--- src/rtl/exception_sequencer_if.sv ---
// Exception-path bundle: events from the pipeline into the sequencer and the
// flush/stall/entry strobes it drives back out.
interface exception_sequencer_if;
    logic       IRQPin;
    logic       FIQPin;
    logic       IBit;
    logic       FBit;
    logic       DataAbortM;
    logic       PrefetchAbortE;
    logic       UndefinedInstrE;
    logic       SWIE;
    logic       PipelineClearM;
    logic       PipelineClearF;
    logic       FlushD;
    logic       FlushE;
    logic       FlushM;
    logic       StallF;
    logic       SPSRWrite;
    logic       LRWrite;
    logic       ModeWrite;
    logic       PCVectorLoad;
    logic [4:0] NewMode;
    logic       SetI;
    logic       SetF;
    logic [3:0] LROffset;
    logic [7:0] VectorAddr;
    logic [2:0] ExcCause;
    logic       DrainTimeout;

    // Sequencer side.
    modport slave (
        input  IRQPin, FIQPin, IBit, FBit, DataAbortM, PrefetchAbortE, UndefinedInstrE, SWIE,
        input  PipelineClearM,
        output PipelineClearF, FlushD, FlushE, FlushM, StallF, SPSRWrite, LRWrite, ModeWrite,
        output PCVectorLoad, NewMode, SetI, SetF, LROffset, VectorAddr, ExcCause, DrainTimeout
    );

    // Pipeline / datapath side.
    modport master (
        output IRQPin, FIQPin, IBit, FBit, DataAbortM, PrefetchAbortE, UndefinedInstrE, SWIE,
        output PipelineClearM,
        input  PipelineClearF, FlushD, FlushE, FlushM, StallF, SPSRWrite, LRWrite, ModeWrite,
        input  PCVectorLoad, NewMode, SetI, SetF, LROffset, VectorAddr, ExcCause, DrainTimeout
    );
endinterface

--- src/rtl/exception_sequencer.sv ---
// Exception-entry controller: prioritises pending exceptions, drains the pipeline for
// interrupts, then steps SPSR save, LR write, mode switch and vector load.
module exception_sequencer #(
    parameter int unsigned SYNC_STAGES = 2,
    parameter int unsigned DRAIN_MAX   = 15
) (
    input logic                   clk,
    input logic                   reset,
    exception_sequencer_if.slave  bus
);
    localparam int unsigned CntW = $clog2(DRAIN_MAX + 1);

    typedef enum logic [2:0] {
        StRst, StIdle, StDrain, StSave, StLink, StMode, StVector
    } state_e;

    typedef enum logic [2:0] {
        CauseNone = 3'd0, CauseReset = 3'd1, CauseUnd = 3'd2, CauseSwi = 3'd3,
        CausePabt = 3'd4, CauseDabt = 3'd5, CauseIrq = 3'd6, CauseFiq = 3'd7
    } cause_e;

    state_e                 state_q, state_d;
    cause_e                 cause_q, cause_d;
    logic [CntW-1:0]        cnt_q, cnt_d;
    logic                   timeout_q, timeout_d;
    logic [SYNC_STAGES-1:0] irq_sync_q, irq_sync_d;
    logic [SYNC_STAGES-1:0] fiq_sync_q, fiq_sync_d;

    logic   irq, fiq;
    logic   sync_valid;
    cause_e sync_cause;

    // Shift the asynchronous interrupt pins through the synchronizer chains.
    always_comb begin
        irq_sync_d = {irq_sync_q[SYNC_STAGES-2:0], bus.IRQPin};
        fiq_sync_d = {fiq_sync_q[SYNC_STAGES-2:0], bus.FIQPin};
        irq        = irq_sync_q[SYNC_STAGES-1] & ~bus.IBit;
        fiq        = fiq_sync_q[SYNC_STAGES-1] & ~bus.FBit;
    end

    // Highest-priority synchronous cause; data abort outranks the E-stage causes.
    always_comb begin
        sync_valid = 1'b1;
        sync_cause = CauseNone;
        if (bus.DataAbortM)           sync_cause = CauseDabt;
        else if (bus.PrefetchAbortE)  sync_cause = CausePabt;
        else if (bus.UndefinedInstrE) sync_cause = CauseUnd;
        else if (bus.SWIE)            sync_cause = CauseSwi;
        else                          sync_valid = 1'b0;
    end

    // State, cause, drain counter, timeout flag and synchronizer registers.
    always_ff @(posedge clk or posedge reset) begin
        if (reset) begin
            state_q    <= StRst;
            cause_q    <= CauseNone;
            cnt_q      <= '0;
            timeout_q  <= 1'b0;
            irq_sync_q <= '0;
            fiq_sync_q <= '0;
        end else begin
            state_q    <= state_d;
            cause_q    <= cause_d;
            cnt_q      <= cnt_d;
            timeout_q  <= timeout_d;
            irq_sync_q <= irq_sync_d;
            fiq_sync_q <= fiq_sync_d;
        end
    end

    // Next-state logic and per-state strobes.
    always_comb begin
        state_d            = state_q;
        cause_d            = cause_q;
        cnt_d              = cnt_q;
        timeout_d          = timeout_q;
        bus.PipelineClearF = 1'b0;
        bus.FlushD         = 1'b0;
        bus.FlushE         = 1'b0;
        bus.FlushM         = 1'b0;
        bus.StallF         = 1'b0;
        bus.SPSRWrite      = 1'b0;
        bus.LRWrite        = 1'b0;
        bus.ModeWrite      = 1'b0;
        bus.PCVectorLoad   = 1'b0;
        bus.SetI           = 1'b0;
        bus.SetF           = 1'b0;
        unique case (state_q)
            StRst: begin
                // Reset entry skips SAVE/LINK: no prior context to preserve.
                state_d = StMode;
                cause_d = CauseReset;
            end
            StIdle: begin
                if (bus.DataAbortM) begin
                    cause_d    = CauseDabt;
                    bus.FlushD = 1'b1;
                    bus.FlushE = 1'b1;
                    bus.FlushM = 1'b1;
                    state_d    = StSave;
                end else if (fiq || irq) begin
                    cause_d            = fiq ? CauseFiq : CauseIrq;
                    bus.PipelineClearF = 1'b1;
                    cnt_d              = '0;
                    state_d            = StDrain;
                end else if (sync_valid) begin
                    cause_d    = sync_cause;
                    bus.FlushD = 1'b1;
                    bus.FlushE = 1'b1;
                    state_d    = StSave;
                end
            end
            StDrain: begin
                bus.StallF = 1'b1;
                cnt_d      = cnt_q + CntW'(1);
                if (sync_valid) begin
                    // Synchronous fault beats the token; the interrupt stays level-pending.
                    cause_d    = sync_cause;
                    bus.FlushD = 1'b1;
                    bus.FlushE = 1'b1;
                    bus.FlushM = (sync_cause == CauseDabt);
                    state_d    = StSave;
                end else begin
                    if (fiq && cause_q == CauseIrq) cause_d = CauseFiq;
                    if (bus.PipelineClearM) begin
                        bus.FlushD = 1'b1;
                        bus.FlushE = 1'b1;
                        state_d    = StSave;
                    end else if (cnt_q == CntW'(DRAIN_MAX - 1)) begin
                        timeout_d = 1'b1;
                        state_d   = StSave;
                    end
                end
            end
            StSave: begin
                bus.StallF    = 1'b1;
                bus.FlushD    = 1'b1;
                bus.SPSRWrite = 1'b1;
                state_d       = StLink;
            end
            StLink: begin
                bus.StallF  = 1'b1;
                bus.FlushD  = 1'b1;
                bus.LRWrite = 1'b1;
                state_d     = StMode;
            end
            StMode: begin
                bus.StallF    = 1'b1;
                bus.FlushD    = 1'b1;
                bus.ModeWrite = 1'b1;
                bus.SetI      = 1'b1;
                bus.SetF      = (cause_q == CauseFiq) || (cause_q == CauseReset);
                state_d       = StVector;
            end
            StVector: begin
                bus.StallF       = 1'b1;
                bus.FlushD       = 1'b1;
                bus.PCVectorLoad = 1'b1;
                state_d          = StIdle;
            end
            default: state_d = StRst;
        endcase
    end

    // Cause-derived outputs: valid only while an entry is in progress.
    always_comb begin
        bus.ExcCause     = 3'd0;
        bus.NewMode      = 5'b00000;
        bus.VectorAddr   = 8'h00;
        bus.LROffset     = 4'd0;
        bus.DrainTimeout = timeout_q;
        if (state_q != StIdle && state_q != StRst) begin
            bus.ExcCause = cause_q;
            bus.LROffset = (cause_q == CauseDabt) ? 4'd8 : 4'd4;
            case (cause_q)
                CauseReset: begin bus.NewMode = 5'b10011; bus.VectorAddr = 8'h00; end
                CauseUnd:   begin bus.NewMode = 5'b11011; bus.VectorAddr = 8'h04; end
                CauseSwi:   begin bus.NewMode = 5'b10011; bus.VectorAddr = 8'h08; end
                CausePabt:  begin bus.NewMode = 5'b10111; bus.VectorAddr = 8'h0C; end
                CauseDabt:  begin bus.NewMode = 5'b10111; bus.VectorAddr = 8'h10; end
                CauseIrq:   begin bus.NewMode = 5'b10010; bus.VectorAddr = 8'h18; end
                CauseFiq:   begin bus.NewMode = 5'b10001; bus.VectorAddr = 8'h1C; end
                default:    begin bus.NewMode = 5'b00000; bus.VectorAddr = 8'h00; end
            endcase
        end
    end
endmodule

--- src/flat_wrapper.sv ---
// flat-port wrapper written by rule: the top's interface ports become plain ports
module exception_sequencer_flat 
#(
    parameter int unsigned SYNC_STAGES = 2,
    parameter int unsigned DRAIN_MAX   = 15
)
  (clk, reset, bus_IRQPin, bus_FIQPin, bus_IBit, bus_FBit, bus_DataAbortM, bus_PrefetchAbortE, bus_UndefinedInstrE, bus_SWIE, bus_PipelineClearM, bus_PipelineClearF, bus_FlushD, bus_FlushE, bus_FlushM, bus_StallF, bus_SPSRWrite, bus_LRWrite, bus_ModeWrite, bus_PCVectorLoad, bus_NewMode, bus_SetI, bus_SetF, bus_LROffset, bus_VectorAddr, bus_ExcCause, bus_DrainTimeout);
  exception_sequencer_if bus_i ();
  input logic clk;
  input logic reset;
  input wire logic [$bits(bus_i.IRQPin)-1:0] bus_IRQPin;
  input wire logic [$bits(bus_i.FIQPin)-1:0] bus_FIQPin;
  input wire logic [$bits(bus_i.IBit)-1:0] bus_IBit;
  input wire logic [$bits(bus_i.FBit)-1:0] bus_FBit;
  input wire logic [$bits(bus_i.DataAbortM)-1:0] bus_DataAbortM;
  input wire logic [$bits(bus_i.PrefetchAbortE)-1:0] bus_PrefetchAbortE;
  input wire logic [$bits(bus_i.UndefinedInstrE)-1:0] bus_UndefinedInstrE;
  input wire logic [$bits(bus_i.SWIE)-1:0] bus_SWIE;
  input wire logic [$bits(bus_i.PipelineClearM)-1:0] bus_PipelineClearM;
  output wire logic [$bits(bus_i.PipelineClearF)-1:0] bus_PipelineClearF;
  output wire logic [$bits(bus_i.FlushD)-1:0] bus_FlushD;
  output wire logic [$bits(bus_i.FlushE)-1:0] bus_FlushE;
  output wire logic [$bits(bus_i.FlushM)-1:0] bus_FlushM;
  output wire logic [$bits(bus_i.StallF)-1:0] bus_StallF;
  output wire logic [$bits(bus_i.SPSRWrite)-1:0] bus_SPSRWrite;
  output wire logic [$bits(bus_i.LRWrite)-1:0] bus_LRWrite;
  output wire logic [$bits(bus_i.ModeWrite)-1:0] bus_ModeWrite;
  output wire logic [$bits(bus_i.PCVectorLoad)-1:0] bus_PCVectorLoad;
  output wire logic [$bits(bus_i.NewMode)-1:0] bus_NewMode;
  output wire logic [$bits(bus_i.SetI)-1:0] bus_SetI;
  output wire logic [$bits(bus_i.SetF)-1:0] bus_SetF;
  output wire logic [$bits(bus_i.LROffset)-1:0] bus_LROffset;
  output wire logic [$bits(bus_i.VectorAddr)-1:0] bus_VectorAddr;
  output wire logic [$bits(bus_i.ExcCause)-1:0] bus_ExcCause;
  output wire logic [$bits(bus_i.DrainTimeout)-1:0] bus_DrainTimeout;
  assign bus_i.IRQPin = bus_IRQPin;
  assign bus_i.FIQPin = bus_FIQPin;
  assign bus_i.IBit = bus_IBit;
  assign bus_i.FBit = bus_FBit;
  assign bus_i.DataAbortM = bus_DataAbortM;
  assign bus_i.PrefetchAbortE = bus_PrefetchAbortE;
  assign bus_i.UndefinedInstrE = bus_UndefinedInstrE;
  assign bus_i.SWIE = bus_SWIE;
  assign bus_i.PipelineClearM = bus_PipelineClearM;
  assign bus_PipelineClearF = bus_i.PipelineClearF;
  assign bus_FlushD = bus_i.FlushD;
  assign bus_FlushE = bus_i.FlushE;
  assign bus_FlushM = bus_i.FlushM;
  assign bus_StallF = bus_i.StallF;
  assign bus_SPSRWrite = bus_i.SPSRWrite;
  assign bus_LRWrite = bus_i.LRWrite;
  assign bus_ModeWrite = bus_i.ModeWrite;
  assign bus_PCVectorLoad = bus_i.PCVectorLoad;
  assign bus_NewMode = bus_i.NewMode;
  assign bus_SetI = bus_i.SetI;
  assign bus_SetF = bus_i.SetF;
  assign bus_LROffset = bus_i.LROffset;
  assign bus_VectorAddr = bus_i.VectorAddr;
  assign bus_ExcCause = bus_i.ExcCause;
  assign bus_DrainTimeout = bus_i.DrainTimeout;
  exception_sequencer #(.SYNC_STAGES(SYNC_STAGES), .DRAIN_MAX(DRAIN_MAX)) u_core (.clk(clk), .reset(reset), .bus(bus_i));
endmodule
--- config.mk ---
export PLATFORM = sky130hd
export DESIGN_NAME = exception_sequencer_flat
export DESIGN_NICKNAME = d
export VERILOG_FILES = /design/src/rtl/exception_sequencer_if.sv /design/src/rtl/exception_sequencer.sv /design/src/flat_wrapper.sv
export SDC_FILE = /design/constraint.sdc
export NUM_CORES = 1
export LEC_CHECK = 0
export BUFFER_PORTS_ARGS = -buffer_cell sky130_fd_sc_hd__buf_4
export CORE_ASPECT_RATIO = 1.2
export CORE_MARGIN = 2
export CORE_UTILIZATION = 51
export DETAILED_ROUTE_END_ITERATION = 12
export GPL_ROUTABILITY_DRIVEN = 0
export PLACE_DENSITY = 0.84
export SYNTH_ARGS = -nofsm -noshare
export SYNTH_HDL_FRONTEND = slang
export SYNTH_SLANG_ARGS = --single-unit
--- constraint.sdc ---
create_clock -name clk -period 4.5 [get_ports clk]
set_input_delay 0 -clock clk [delete_from_list [all_inputs] [get_ports clk]]
set_output_delay 0 -clock clk [all_outputs]
set_load 0.005 [all_outputs]
Word level (Yosys, flattened, before mapping)
Cells that the tools add are included.

$add $sub $neg: 1. Muxes and demuxes: 51. Bitwise logic cells: 6. Multipliers: 0. Reductions and logical operators: 17. Divide/modulo/power cells: 0. Equal/unequal tests: 21. Magnitude comparators: 0. Shifts and indexed selects: 0.

Operators with widths (count): 2-to-1 mux 3 bit (15); case mux 5 bit (6 select lines) (1); case mux 5 bit (5 select lines) (1); == test 3 bit, second input constant (8); 2-to-1 mux 1 bit (21); case mux 3 bit (6 select lines) (1); 2-to-1 mux 4 bit (4); == test 3 x 2 -> 1 bit, second input constant (4); case mux 3 bit (3 select lines) (1); 2-to-1 mux 8 bit (1); != test 4 x 2 -> 1 bit, second input constant (2); case mux 4 bit (2 select lines) (1); == test 3 x 1 -> 1 bit, second input constant (2); != test 3 x 1 -> 1 bit, second input constant (2); AND reduction 3 bit (2); nonzero test 3 bit (2); OR reduction 2 bit (3); 2-to-1 mux 5 bit (1); OR reduction 5 bit (1); adder 4 x 1 -> 4 bit, second input constant (1); == test 4 bit, second input constant (1); inverter 1 bit (4); case mux 1 bit (2 select lines) (2); AND reduction 4 bit (1); 11 further kinds (14).

Output and inout bits: 32. Register bits after elaboration: 15. Word-level logic and storage cells: 102. Memories kept: 0. Bits in latches: 0. Memory bits (writable): 0. ROM bits: 0.

Depth between registers and ports, before layout
Gate-level depths: netlist of run 1.

Depth in word-level cells: 8. Gate-level depth with buffers: 7. Depth with buffers taken out: 5.

Worst setup path before layout of run 1
No wires, ideal clock.

Path type: flip-flop to flip-flop. From: reg u_core.state_q[1]. To: reg u_core.cause_q[2]. Arrival time: 1380 ps. Cell stages (with the launch flop): 7. Path buffers: 2. Library setup time: 75 ps. Setup slack: 3045 ps. Clock period less this slack: 1455 ps. Data required time: 4425 ps. Cell sequence: dfrtp_1 -> buf_6 -> inv_4 -> or3_4 -> buf_6 -> o311a_1 -> o21ai_2.

Cells in the longest elaborated chain, start to end: 3. Elaborated cells on any way between the ends: 8.

Ends and longest elaborated chain: from (decl) (line exception_sequencer.sv:22) `state_e state_q, state_d;`; from (signal assigned) (line exception_sequencer.sv:55) `state_q <= StRst;`; from (signal assigned) (line exception_sequencer.sv:62) `state_q <= state_d;`; == test 3 x 1 -> 1 bit, or another cell as far along (line exception_sequencer.sv:88) `unique case (state_q)`; != test 4 x 2 -> 1 bit (no line), or another cell as far along; AND reduction 3 bit (no line); to (signal assigned) (line exception_sequencer.sv:56) `cause_q <= CauseNone;`; to (signal assigned) (line exception_sequencer.sv:63) `cause_q <= cause_d;`; to (decl) (line exception_sequencer.sv:23) `cause_e cause_q, cause_d;`.

Several ways; a longest one is shown, not always the timed one. A chain may end at the register's enable or synchronous reset.

Worst setup path after layout of run 1
From: in bus_DataAbortM. To: out bus_FlushD.

Cells in the longest elaborated chain, start to end: 5. Elaborated cells on any way between the ends: 6.

Ends and longest elaborated chain: from (decl) (line flat_wrapper.sv:15) `input wire logic [$bits(bus_i.DataAbortM)-1:0] bus_DataAbortM;`; 2-to-1 mux 1 bit (line exception_sequencer.sv:45) `if (bus.DataAbortM) sync_cause = CauseDabt;`; 2-to-1 mux 1 bit (line exception_sequencer.sv:106) `end else if (sync_valid) begin`; 2-to-1 mux 1 bit (line exception_sequencer.sv:101) `end else if (fiq || irq) begin`; 2-to-1 mux 1 bit (line exception_sequencer.sv:95) `if (bus.DataAbortM) begin`; case mux 1 bit (3 select lines) * (line exception_sequencer.sv:88); to (decl) (line flat_wrapper.sv:21) `output wire logic [$bits(bus_i.FlushD)-1:0] bus_FlushD;`.

Every way passes the cells marked *; elsewhere a longest branch is shown, timed or not.

==> summary.md, run 1 <==
| Metric | Value |
|---|---|
| Outcome | `finished clean` |
| Diode count | `0` |
| Reg2reg setup slack | `2.86 ns` |
| Initial core utilization | `52.7%` |
| Pwr per Cell Area | `573 nW/um^2` |
| CP most frequent cell | `buf_4` |
| Die height | `roughly 54 um` |
| Share of the synthesized area in the top cell type | `around 36%` |
| Max cap viols | `0` |
| Routed WL | `2330 um` |
| Total gr overflow | `0` |
| Final net count | `around 180` |
| Largest net degree at the start of global routing | `16` |
| PnR worst setup slack | `2.67 ns` |
| IO Port Bufs | `35` |
| Num rows | `18` |
| Final min period | `1.83 ns` |
| Root Driver | `clkbuf_4` |
| Mapped Cells | `128` |
| Final setup fails | `0` |
| Num CTS Buffers | `3` |
| Leakage power total | `~0.66 nW` |
| Period utilization | `40.7%` |
| Maximum vdd drop | `319 uV` |
| H-tree depth | `1` |
| Final antenna-violating net count | `0` |
| Clock skew | `0.00378 ns` |
| Final Max Tran Viols | `0` |
| Synth cell types | `44` |
| Count leader, synth | `nor2_1` |
| Worst-Margin Slew | `0.736 ns` |
| Clock Latency Late Sink | `0.28 ns` |
| Area leader, netlist | `dfrtp_1` |
| Ports | `between 40 and 50` |
| Initial antenna violation count | `0` |
| Die ar. | `roughly 2500 sq um` |
| CP endpoint kind | `output port` |
| Die Span X | `45.5 um` |
| Layout area overhead | `26.2%` |
| Sequential element share of the synthesized area | `roughly 36%` |
| Crit-path cells | `dlygate4sd3_1, buf_4, nor4_1, o21ai_0, a21oi_1, nor2_1, buf_4` |
| Pre-CTS setup slack | `2.92 ns` |
| Initial DRC Count | `7` |
| Hold path cells | `3` |
| Vias in the first global route | `862` |
| Clock sinks | `15` |
| RSZ-0062 raised after global routing | `false` |
| Reg2reg end | `u_core.cnt_q[3]` |
| Clock Path Buffers | `2` |
| Worst EP required | `around 4.5 ns` |
| Hold Startpoint | `bus_SWIE` |
| Post-Synth XOR/XNOR Area | `2.49%` |
| GRT Total Usage | `21.0%` |
| TritonCTS clock tree | `done` |
| Global-route wire length before repair | `3780 um` |
| Compound-Gate Fraction of Synth Area | `19.5%` |
| Main synth FF type | `dfrtp_1` |
| FF+latch count, synth | `15` |
| Largest family of logic cells by synthesized area | `simple AND/OR/NAND/NOR gates` |
| Crit path max-delay cell type | `nor4_1` |
| Synth Area per Inst | `around 8.3 sq um` |
| Clock Pin Slew Worst Setup and Hold Paths | `0.09 ns` |
| Setup tns final | `0 ns` |
| Number of flops mapped to enable cells by yosys | `0` |
| Post-synth top cells | `nor2_1, dfrtp_1, a21oi_1, nand2_1, buf_4` |
| Vias post-DR | `986` |
| Reg2Reg Depth | `5` |
| TritonRoute pass-1 iters | `5` |
| Asr flop ratio synth | `100%` |
| DRC | `0` |
| DR vias/cell | `5.45` |
| CP max FO | `8` |
| CTS resizes | `0` |
| Post-DP HPWL | `1760 um` |
| Max stage delay on crit path | `0.56 ns` |
| Worst Hold Path EP | `u_core.cause_q[2]` |
| R2r startpoint | `u_core.state_q[1]` |
| Share of cells above drive strength 1 | `roughly 29%` |
| Wire per inst | `12.9 um` |
| Fmax | `546 MHz` |
| Core area | `about 2000 sq um` |
| Post-synthesis cell area | `1060 sq um` |
| Hold Buf Count CTS | `5` |
| Kind of critical path | `input pin to output port` |
| Worst hold path class | `input pin to flip-flop` |
| Final hold violations | `0` |
| Post-Synth Simple-Gate Area | `25.1%` |
| Adder-Cell Fraction of Synth Area | `~2.4%` |
| Fillers | `183` |
| Mux cell area share after synthesis | `less than 1%` |
| CP startpoint kind | `input pin` |
| Worst rel slew slack | `50.5%` |
| Dominant cells by area after synthesis | `dfrtp_1, nor2_1, buf_4, a21oi_1, nand2_1` |
| Worst EP arrival | `~1.8 ns` |
| Post-CTS setup buffers | `0` |
| Synth warnings | `0` |
layer usage:
| layer | global-route usage [%] | up-vias | wire [um] |
|---|---|---|---|
| li1 | - | 492 | - |
| met5 | 0 | - | 0 |
| met4 | 7.35 | 0 | 19 |
| met3 | 2.01 | 7 | 135 |
| met2 | 39.4 | 51 | 1230 |
| met1 | 23.9 | 436 | 946 |
cell type report:
type                            instances  area [sq um]  area share (%)
Tap cell                               20          25.0            1.88
Timing Repair Buffer                   40           313            23.5
Multi-Input combinational cell         94           559            42.0
Clock buffer                            3          22.5            1.69
Inverter                                8          32.5            2.44
Clock inverter                          1          5.00           0.376
Sequential cell                        15           375            28.2
through the flow:
stage	hold slack (ns)	instances	area (sq um)	power, mW	utilization, %
2_1_floorplan	-0.0985	134	1080	0.516	-
3_3_place_gp	0.0828	172	1250	0.671	62.6
3_5_place_dp	0.0892	172	1250	0.688	62.6
4_1_cts	0.0812	181	1330	0.771	66.5
5_1_grt	0.0981	181	1330	0.834	66.5
6_report	0.0956	181	1330	0.764	66.5
state kept, by name, summed over array words and instances, names as in the netlist:
name	cells
u_core.cause_q	3
u_core.cnt_q	4
u_core.irq_sync_q	2
u_core.state_q	3
u_core.fiq_sync_q	2
u_core.bus.DrainTimeout	1
worst max-delay path, delay by kind of cell:
| kind | cells | cell delay, ns |
|---|---|---|
| buffers and inverters | 3 | 0.84 |
| AND/OR/NAND/NOR | 2 | 0.61 |
| AO/OA/AOI/OAI | 2 | 0.38 |
power breakdown:
| part | internal, mW | switching, mW | total [mW] | leakage, nW |
|---|---|---|---|---|
| combinational | 0.233 | 0.211 | 0.444 | 0.458 |
| clock | 0.0330 | 0.0429 | 0.0759 | 0.0177 |
| sequential | 0.169 | 0.0756 | 0.244 | 0.186 |
worst max path at each step:
stage                            startpoint           endpoint  slack, ns  cells past startpoint
final                        bus_DataAbortM         bus_FlushD       2.67                      7
after global routing      u_core.state_q[2]     bus_NewMode[1]       2.47                      4
after CTS                 u_core.state_q[2]     bus_NewMode[1]       2.68                      4
after detailed placement  u_core.state_q[1]    u_core.cnt_q[3]       2.92                      5
after global placement    u_core.state_q[1]  u_core.cause_q[2]       2.95                      4
after floorplan           u_core.state_q[1]  u_core.cause_q[2]       3.05                      6
placed cells by master (no fill, tap or decap), types with 4 or more instances in the layout:
cell type,netlist,layout
o21ai_0,5,5
dlygate4sd3_1,0,5
conb_1,1,7
nor2_1,17,17
dfrtp_1,15,15
a21oi_1,10,10
nand2_1,10,10
inv_1,7,7
and3_1,4,4
buf_4,8,35
logic make-up (layout without fill, tap and decap cells):
family | Yosys count | count (layout)
AO/OA/AOI/OAI | 31 | 31
XOR/XNOR | 3 | 3
adder cells (fa/ha/maj) | 2 | 2
buffers and inverters | 25 | 52
flip-flops | 15 | 15
multiplexers | 1 | 1
other | 1 | 7
AND/OR/NAND/NOR | 50 | 50
(Power assumes the default switching activity.)
==> run 2, diff against run 1 <==
--- a/config.mk
+++ b/config.mk
@@ -8,10 +8,10 @@
 export BUFFER_PORTS_ARGS = -buffer_cell sky130_fd_sc_hd__buf_4
 export CORE_ASPECT_RATIO = 1.2
 export CORE_MARGIN = 2
-export CORE_UTILIZATION = 51
+export CORE_UTILIZATION = 43
 export DETAILED_ROUTE_END_ITERATION = 12
 export GPL_ROUTABILITY_DRIVEN = 0
-export PLACE_DENSITY = 0.84
+export PLACE_DENSITY = 0.75
 export SYNTH_ARGS = -nofsm -noshare
 export SYNTH_HDL_FRONTEND = slang
 export SYNTH_SLANG_ARGS = --single-unit
==> constraint.sdc (replaced) <==
create_clock -name clk -period 1.5 [get_ports clk]
set_input_delay 0 -clock clk [delete_from_list [all_inputs] [get_ports clk]]
set_output_delay 0 -clock clk [all_outputs]
set_load 0.005 [all_outputs]
==> summary.md, run 2 (same netlist as run 1, synthesis figures left out) <==
| Metric | Value |
|---|---|
| Core area | `2310 sq um (+15%)` |
| Clock sinks | `15 (unchanged)` |
| H-tree depth | `1 (unchanged)` |
| Largest Register | `u_core.cnt_q` |
| Multi-input logic area | `603 sq um (+7.8%)` |
| Combinational power share | `68.8% (+11 points)` |
| Design Area, Final | `1560 sq um (+17%)` |
| Final Util | `67.6% (+1.1 points)` |
| Psw | `1.14 mW (+250%)` |
| Worst EP required | `1.50 ns (-3.00 ns)` |
| Kind of critical path | `flip-flop to output port` |
| Worst Hold Margin | `0.0720 ns (-0.0236 ns)` |
| Placed cell area | `1350 sq um (+7.7%)` |
| Final hold violations | `0 (unchanged)` |
| Num rows | `19 (+1)` |
| Max cap viols | `0 (unchanged)` |
| Vias post-DR | `1,097 (+11%)` |
| Worst Hold Path EP | `u_core.cause_q[0]` |
| Pwr per Cell Area | `1780 nW/um^2 (+210%)` |
| GRT Total Usage | `18.1% (-2.8 points)` |
| Most common cell after layout, fill and taps aside | `buf_4` |
| Internal | `1.63 mW (+270%)` |
| Fillers | `193 (+5.5%)` |
| Worst EP arrival | `1.50 ns (-0.33 ns)` |
| Initial core utilization | `45.8% (-6.9 points)` |
| DRC | `0 (unchanged)` |
| Wire per inst | `12.6 um (-2.3%)` |
| Final setup fails | `0 (unchanged)` |
| Initial DRC Count | `23 (+16)` |
| Clock Pin Slew Worst Setup and Hold Paths | `0.09 ns (about the same)` |
| TritonRoute pass-1 iters | `4 (-1)` |
| Worst rel slew slack | `62.0% (+12 points)` |
| DR vias/cell | `5.17 (-5.0%)` |
| Critical path startpoint | `u_core.state_q[0]` |
| Final Max Tran Viols | `0 (unchanged)` |
| TritonCTS clock tree | `done` |
| Die ar. | `2870 sq um (+17%)` |
| Diode count | `0 (unchanged)` |
| Reg2Reg Depth | `5 (unchanged)` |
| CP most frequent cell | `buf_6` |
| Global-route wire length before repair | `4060 um (+7.5%)` |
| Pwr Total | `2.77 mW (+260%)` |
| Most frequent cells in the layout | `buf_4, nor2_1, dfrtp_1, nand2_1` |
| PnR worst setup slack | `0.00459 ns (-2.66 ns)` |
| Period utilization | `about 100%` |
| Final min period | `about 1.5 ns` |
| Flop pwr share | `22.9% (-9.1 points)` |
| Max reg flops | `4 (unchanged)` |
| CP max FO | `6 (-2)` |
| Clock Path Buffers | `2 (unchanged)` |
| Leakage power total | `0.770 nW (+16%)` |
| Largest net degree at the start of global routing | `16 (unchanged)` |
| Initial antenna violation count | `0 (unchanged)` |
| Hold Startpoint | `bus_DataAbortM` |
| RSZ-0062 raised after global routing | `true` |
| Biggest regs | `u_core.cnt_q: 4 flops, u_core.cause_q: 3 flops, u_core.state_q: 3 flops` |
| Clk pwr share | `8.3% (-1.6 points)` |
| Reg2reg setup slack | `0.05 ns (-2.81 ns)` |
| Worst hold path class | `input pin to flip-flop` |
| Crit path max-delay cell type | `dfrtp_2` |
| IO Port Bufs | `35 (unchanged)` |
| Hold path cells | `3 (unchanged)` |
| Fmax | `approximately 670 MHz` |
| Maximum vdd drop | `1030 uV (+220%)` |
| Ports | `43 (unchanged)` |
| Num CTS Buffers | `3 (unchanged)` |
| Outcome | `finished clean` |
| Clock Latency Late Sink | `0.29 ns (about the same)` |
| Worst-Margin Slew | `0.570 ns (-0.167 ns)` |
| Reg2reg end | `u_core.cause_q[0]` |
| Clock skew | `0.0108 ns (+0.00697 ns)` |
| Vias in the first global route | `996 (+16%)` |
| Root Driver | `clkbuf_4` |
| Sequential Area | `379 sq um (+1.0%)` |
| Pre-CTS setup slack | `-0.000111 ns (-2.92 ns)` |
| Total gr overflow | `0 (unchanged)` |
| Final antenna-violating net count | `0 (unchanged)` |
| Share of cells above drive strength 1 | `42.5% (+13 points)` |
| Post-DP HPWL | `1980 um (+12%)` |
| Net Sw Frac | `41.2% (-1.9 points)` |
| Die Span X | `49.2 um (+8.1%)` |
| Final net count | `195 (+11%)` |
| Routed WL | `2670 um (+14%)` |
| R2r startpoint | `u_core.state_q[1]` |
| CP endpoint kind | `output port` |
| Crit-path cells | `buf_6, nor3_4, buf_6, a21oi_2, nor2_1, buf_4` |
| CP startpoint kind | `flip-flop` |
| Layout area overhead | `47.5%` |
| Max stage delay on crit path | `0.45 ns (-0.11 ns)` |
| Die height | `58.3 um (+8.2%)` |
## run 2: changes by cell type in the layout (fill, tap and decap cells not counted), sizes merged
cell,change
clkbuf,+1
clkinv,-1
buf,+20
## run 2: how the worst max path moves through the flow
stage	end	cells after the start	slack, ns
global route	bus_FlushE	6	-0.04
CTS	bus_FlushE	6	0.01
floorplan	u_core.cause_q[2]	6	0.05
global placement	u_core.cause_q[2]	4	0.08
detailed placement	u_core.cause_q[0]	5	-0.0001
finish	bus_FlushE	6	0.005
## run 2: per-stage QoR
stage,setup TNS (ns),std cells
2_1_floorplan,0,134
3_3_place_gp,0,194
3_5_place_dp,-0.000111,194
4_1_cts,0,207
5_1_grt,-0.108,212
6_report,0,212
## run 2: cell type report
class / count / share of cell area (%)
Clock buffer: 4 / 1.69
Multi-Input combinational cell: 94 / 38.7
Sequential cell: 15 / 24.3
Timing Repair Buffer: 60 / 30.7
Tap cell: 31 / 2.49
Inverter: 8 / 2.09
## run 2: timing repair
| item | 4_1_cts | 5_1_grt |
|---|---|---|
| endpoints found under the hold margin | 19 | 0 |
| endpoints found under the setup margin | 15 | 11 |
| cloned | 0 | 0 |
| buffers inserted | 4 | 5 |
| gates resized for setup | 6 | 13 |
| hold buffers | 5 | 0 |
| pin swaps | 1 | 5 |
## run 2: power by group through the flow
stage          combinational, mW  clock (mW)  sequential, mW
2_1_floorplan              0.999           0           0.547
3_3_place_gp                1.57           0           0.627
3_5_place_dp                1.62           0           0.633
4_1_cts                     1.72       0.232           0.631
5_1_grt                     2.06       0.262           0.651
6_report                    1.91       0.229           0.635
## run 2: worst max-delay path, delay by kind of cell, from the launching register on
kind                   cells  cell delay [ns]
buffers and inverters      3             0.41
and+or+nand+nor            2             0.31
DFF                        1             0.45
AOI/OAI and AO/OA          1             0.03
## run 2: per-layer routing
layer	up-vias	GRT usage, %	part of all wire [%]
li1	536	-	-
met1	506	18.4	40
met2	48	35.1	52
met3	7	3.87	5.9
met4	0	8.16	1.3
met5	-	0	0
==> run 3, diff against run 2 <==
--- a/config.mk
+++ b/config.mk
@@ -8,10 +8,9 @@
 export BUFFER_PORTS_ARGS = -buffer_cell sky130_fd_sc_hd__buf_4
 export CORE_ASPECT_RATIO = 1.2
 export CORE_MARGIN = 2
-export CORE_UTILIZATION = 43
+export CORE_UTILIZATION = 35
 export DETAILED_ROUTE_END_ITERATION = 12
 export GPL_ROUTABILITY_DRIVEN = 0
-export PLACE_DENSITY = 0.75
 export SYNTH_ARGS = -nofsm -noshare
 export SYNTH_HDL_FRONTEND = slang
 export SYNTH_SLANG_ARGS = --single-unit
==> summary.md, run 3 (same netlist as run 1, synthesis figures left out) <==
| Metric | Value |
|---|---|
| Outcome | `finished clean` |
| Fillers | `273 (+41%)` |
| Worst rel slew slack | `61.1% (-0.87 points)` |
| Die Span X | `54.1 um (+10%)` |
| Initial antenna violation count | `0 (unchanged)` |
| TritonRoute pass-1 iters | `4 (unchanged)` |
| Root Driver | `clkbuf_4` |
| Vias in the first global route | `916 (-8.0%)` |
| Max reg flops | `4 (unchanged)` |
| Ports | `43 (unchanged)` |
| Layout Cells excl Fill | `212 (unchanged)` |
| TritonCTS clock tree | `done` |
| Maximum vdd drop | `923 uV (-10%)` |
| CP max FO | `8 (+2)` |
| Vias post-DR | `1,044 (-4.8%)` |
| Kind of critical path | `flip-flop to output port` |
| DRC | `0 (unchanged)` |
| Clock Path Buffers | `2 (unchanged)` |
| Worst EP arrival | `1.46 ns (-0.04 ns)` |
| Placed Cells | `199 (+2.6%)` |
| Clock Latency Late Sink | `0.29 ns (about the same)` |
| Largest net degree at the start of global routing | `16 (unchanged)` |
| Final hold violations | `0 (unchanged)` |
| Worst-Margin Slew | `0.583 ns (+0.0131 ns)` |
| Core area | `2840 sq um (+23%)` |
| Global-route wire length before repair | `4040 um (-0.52%)` |
| CP startpoint kind | `flip-flop` |
| Clock sinks | `15 (unchanged)` |
| Layout area overhead | `45.4%` |
| DR vias/cell | `4.92 (-4.8%)` |
| Die ar. | `3470 sq um (+21%)` |
| Hold Startpoint | `bus_DataAbortM` |
| IO Port Bufs | `35 (unchanged)` |
| Die height | `64.2 um (+10%)` |
| Share of cells above drive strength 1 | `41.6% (-0.97 points)` |
| Max cap viols | `0 (unchanged)` |
| Total gr overflow | `0 (unchanged)` |
| Wire per inst | `12.5 um (-0.37%)` |
| H-tree depth | `1 (unchanged)` |
| Most common cell after layout, fill and taps aside | `buf_4` |
| Final setup fails | `0 (unchanged)` |
| Final Util | `54.1% (-13 points)` |
| R2r startpoint | `u_core.state_q[1]` |
| GRT Total Usage | `15.4% (-2.8 points)` |
| Fmax | `684 MHz (+2.3%)` |
| Leakage power total | `0.756 nW (-1.8%)` |
| Initial DRC Count | `18 (-22%)` |
| Clock skew | `0.00736 ns (-0.00340 ns)` |
| Most frequent cells in the layout | `buf_4, nor2_1, dfrtp_1, nand2_1, a21oi_1` |
| Final net count | `192 (-1.5%)` |
| Final antenna-violating net count | `0 (unchanged)` |
| Critical path startpoint | `u_core.state_q[1]` |
| Num CTS Buffers | `3 (unchanged)` |
| Initial core utilization | `37.2% (-8.6 points)` |
| Worst hold path class | `input pin to flip-flop` |
| Diode count | `0 (unchanged)` |
| CP endpoint kind | `output port` |
| Biggest regs | `u_core.cnt_q: 4 flops, u_core.cause_q: 3 flops, u_core.state_q: 3 flops` |
| Largest Register | `u_core.cnt_q` |
| Post-DP HPWL | `2000 um (+1.4%)` |
| Num rows | `21 (+2)` |
| RSZ-0062 raised after global routing | `true` |
| Period utilization | `97.5% (-2.2 points)` |
| Routed WL | `2660 um (-0.37%)` |
| Clock Pin Slew Worst Setup and Hold Paths | `0.09 ns (about the same)` |
| Final Max Tran Viols | `0 (unchanged)` |
| Worst EP required | `1.50 ns (about the same)` |
| Pwr per Cell Area | `1750 nW/um^2 (-1.4%)` |
| Final min period | `1.46 ns (-0.0334 ns)` |
==> run 3: metal layers <==
metal / wire length, um / GRT usage [%] / up-vias
met5: 0 / 0 / -
met2: 1430 / 27.0 / 33
met3: 136 / 1.40 / 4
met4: 36 / 6.56 / 0
met1: 1060 / 18.2 / 475
li1: - / - / 532
==> run 3: cell type report <==
cell class / count / area, sq um / share of cell area, %
sequential: 15 / 379 / 24.7
timing repair buffer: 57 / 452 / 29.4
clock buffer: 4 / 26.3 / 1.71
tap: 34 / 42.5 / 2.77
multi-input combinational: 94 / 603 / 39.3
inverter: 8 / 32.5 / 2.12
==> run 3: per-stage QoR <==
| step | setup TNS [ns] | instance area [sq um] | hold WS, ns | total power [mW] | setup WS [ns] |
|---|---|---|---|---|---|
| 2_1_floorplan | 0 | 1080 | -0.0985 | 1.55 | 0.0454 |
| 3_3_place_gp | 0 | 1370 | 0.103 | 2.25 | 0.103 |
| 3_5_place_dp | 0 | 1370 | 0.107 | 2.27 | 0.0591 |
| 4_1_cts | 0 | 1460 | 0.0355 | 2.55 | 0.000582 |
| 5_1_grt | -0.0654 | 1540 | 0.0646 | 2.92 | -0.0388 |
| 6_report | 0 | 1540 | 0.0409 | 2.69 | 0.0380 |
==> run 3: power breakdown <==
| group | switching (mW) | total [mW] | internal [mW] | leakage [nW] |
|---|---|---|---|---|
| Sequential | 0.138 | 0.654 | 0.516 | 0.183 |
| Clock | 0.132 | 0.236 | 0.103 | 0.0150 |
| Combinational | 0.827 | 1.80 | 0.975 | 0.558 |
| Total | 1.10 | 2.69 | 1.59 | 0.756 |
==> run 3: worst max-delay path: stages, from the launching register on <==
cell	delay (ns)
dfrtp_2	0.45
inv_4	0.05
nor3_2	0.22
buf_4	0.19
a21oi_1	0.05
nor2_1	0.10
buf_4	0.12
==> run 3: path summary, 6_finish.rpt <==
path | end | cells past startpoint | slack, ns
max | bus_FlushE | 6 | 0.04
min | u_core.cause_q[0] | 3 | 0.04
max reg2reg | u_core.cnt_q[1] | 4 | 0.09
min reg2reg | u_core.irq_sync_q[1] | 0 | 0.36
max in group asynchronous | u_core.state_q[2] | 3 | 0.75
min in group asynchronous | u_core.cnt_q[3] | 3 | 0.33
==> run 3: repair_timing <==
item	4_1_cts	5_1_grt
pin swaps	0	1
hold buffers	5	0
resized for setup	5	11
buffers inserted	0	4
endpoints found under the setup margin	5	10
endpoints found under the hold margin	19	0
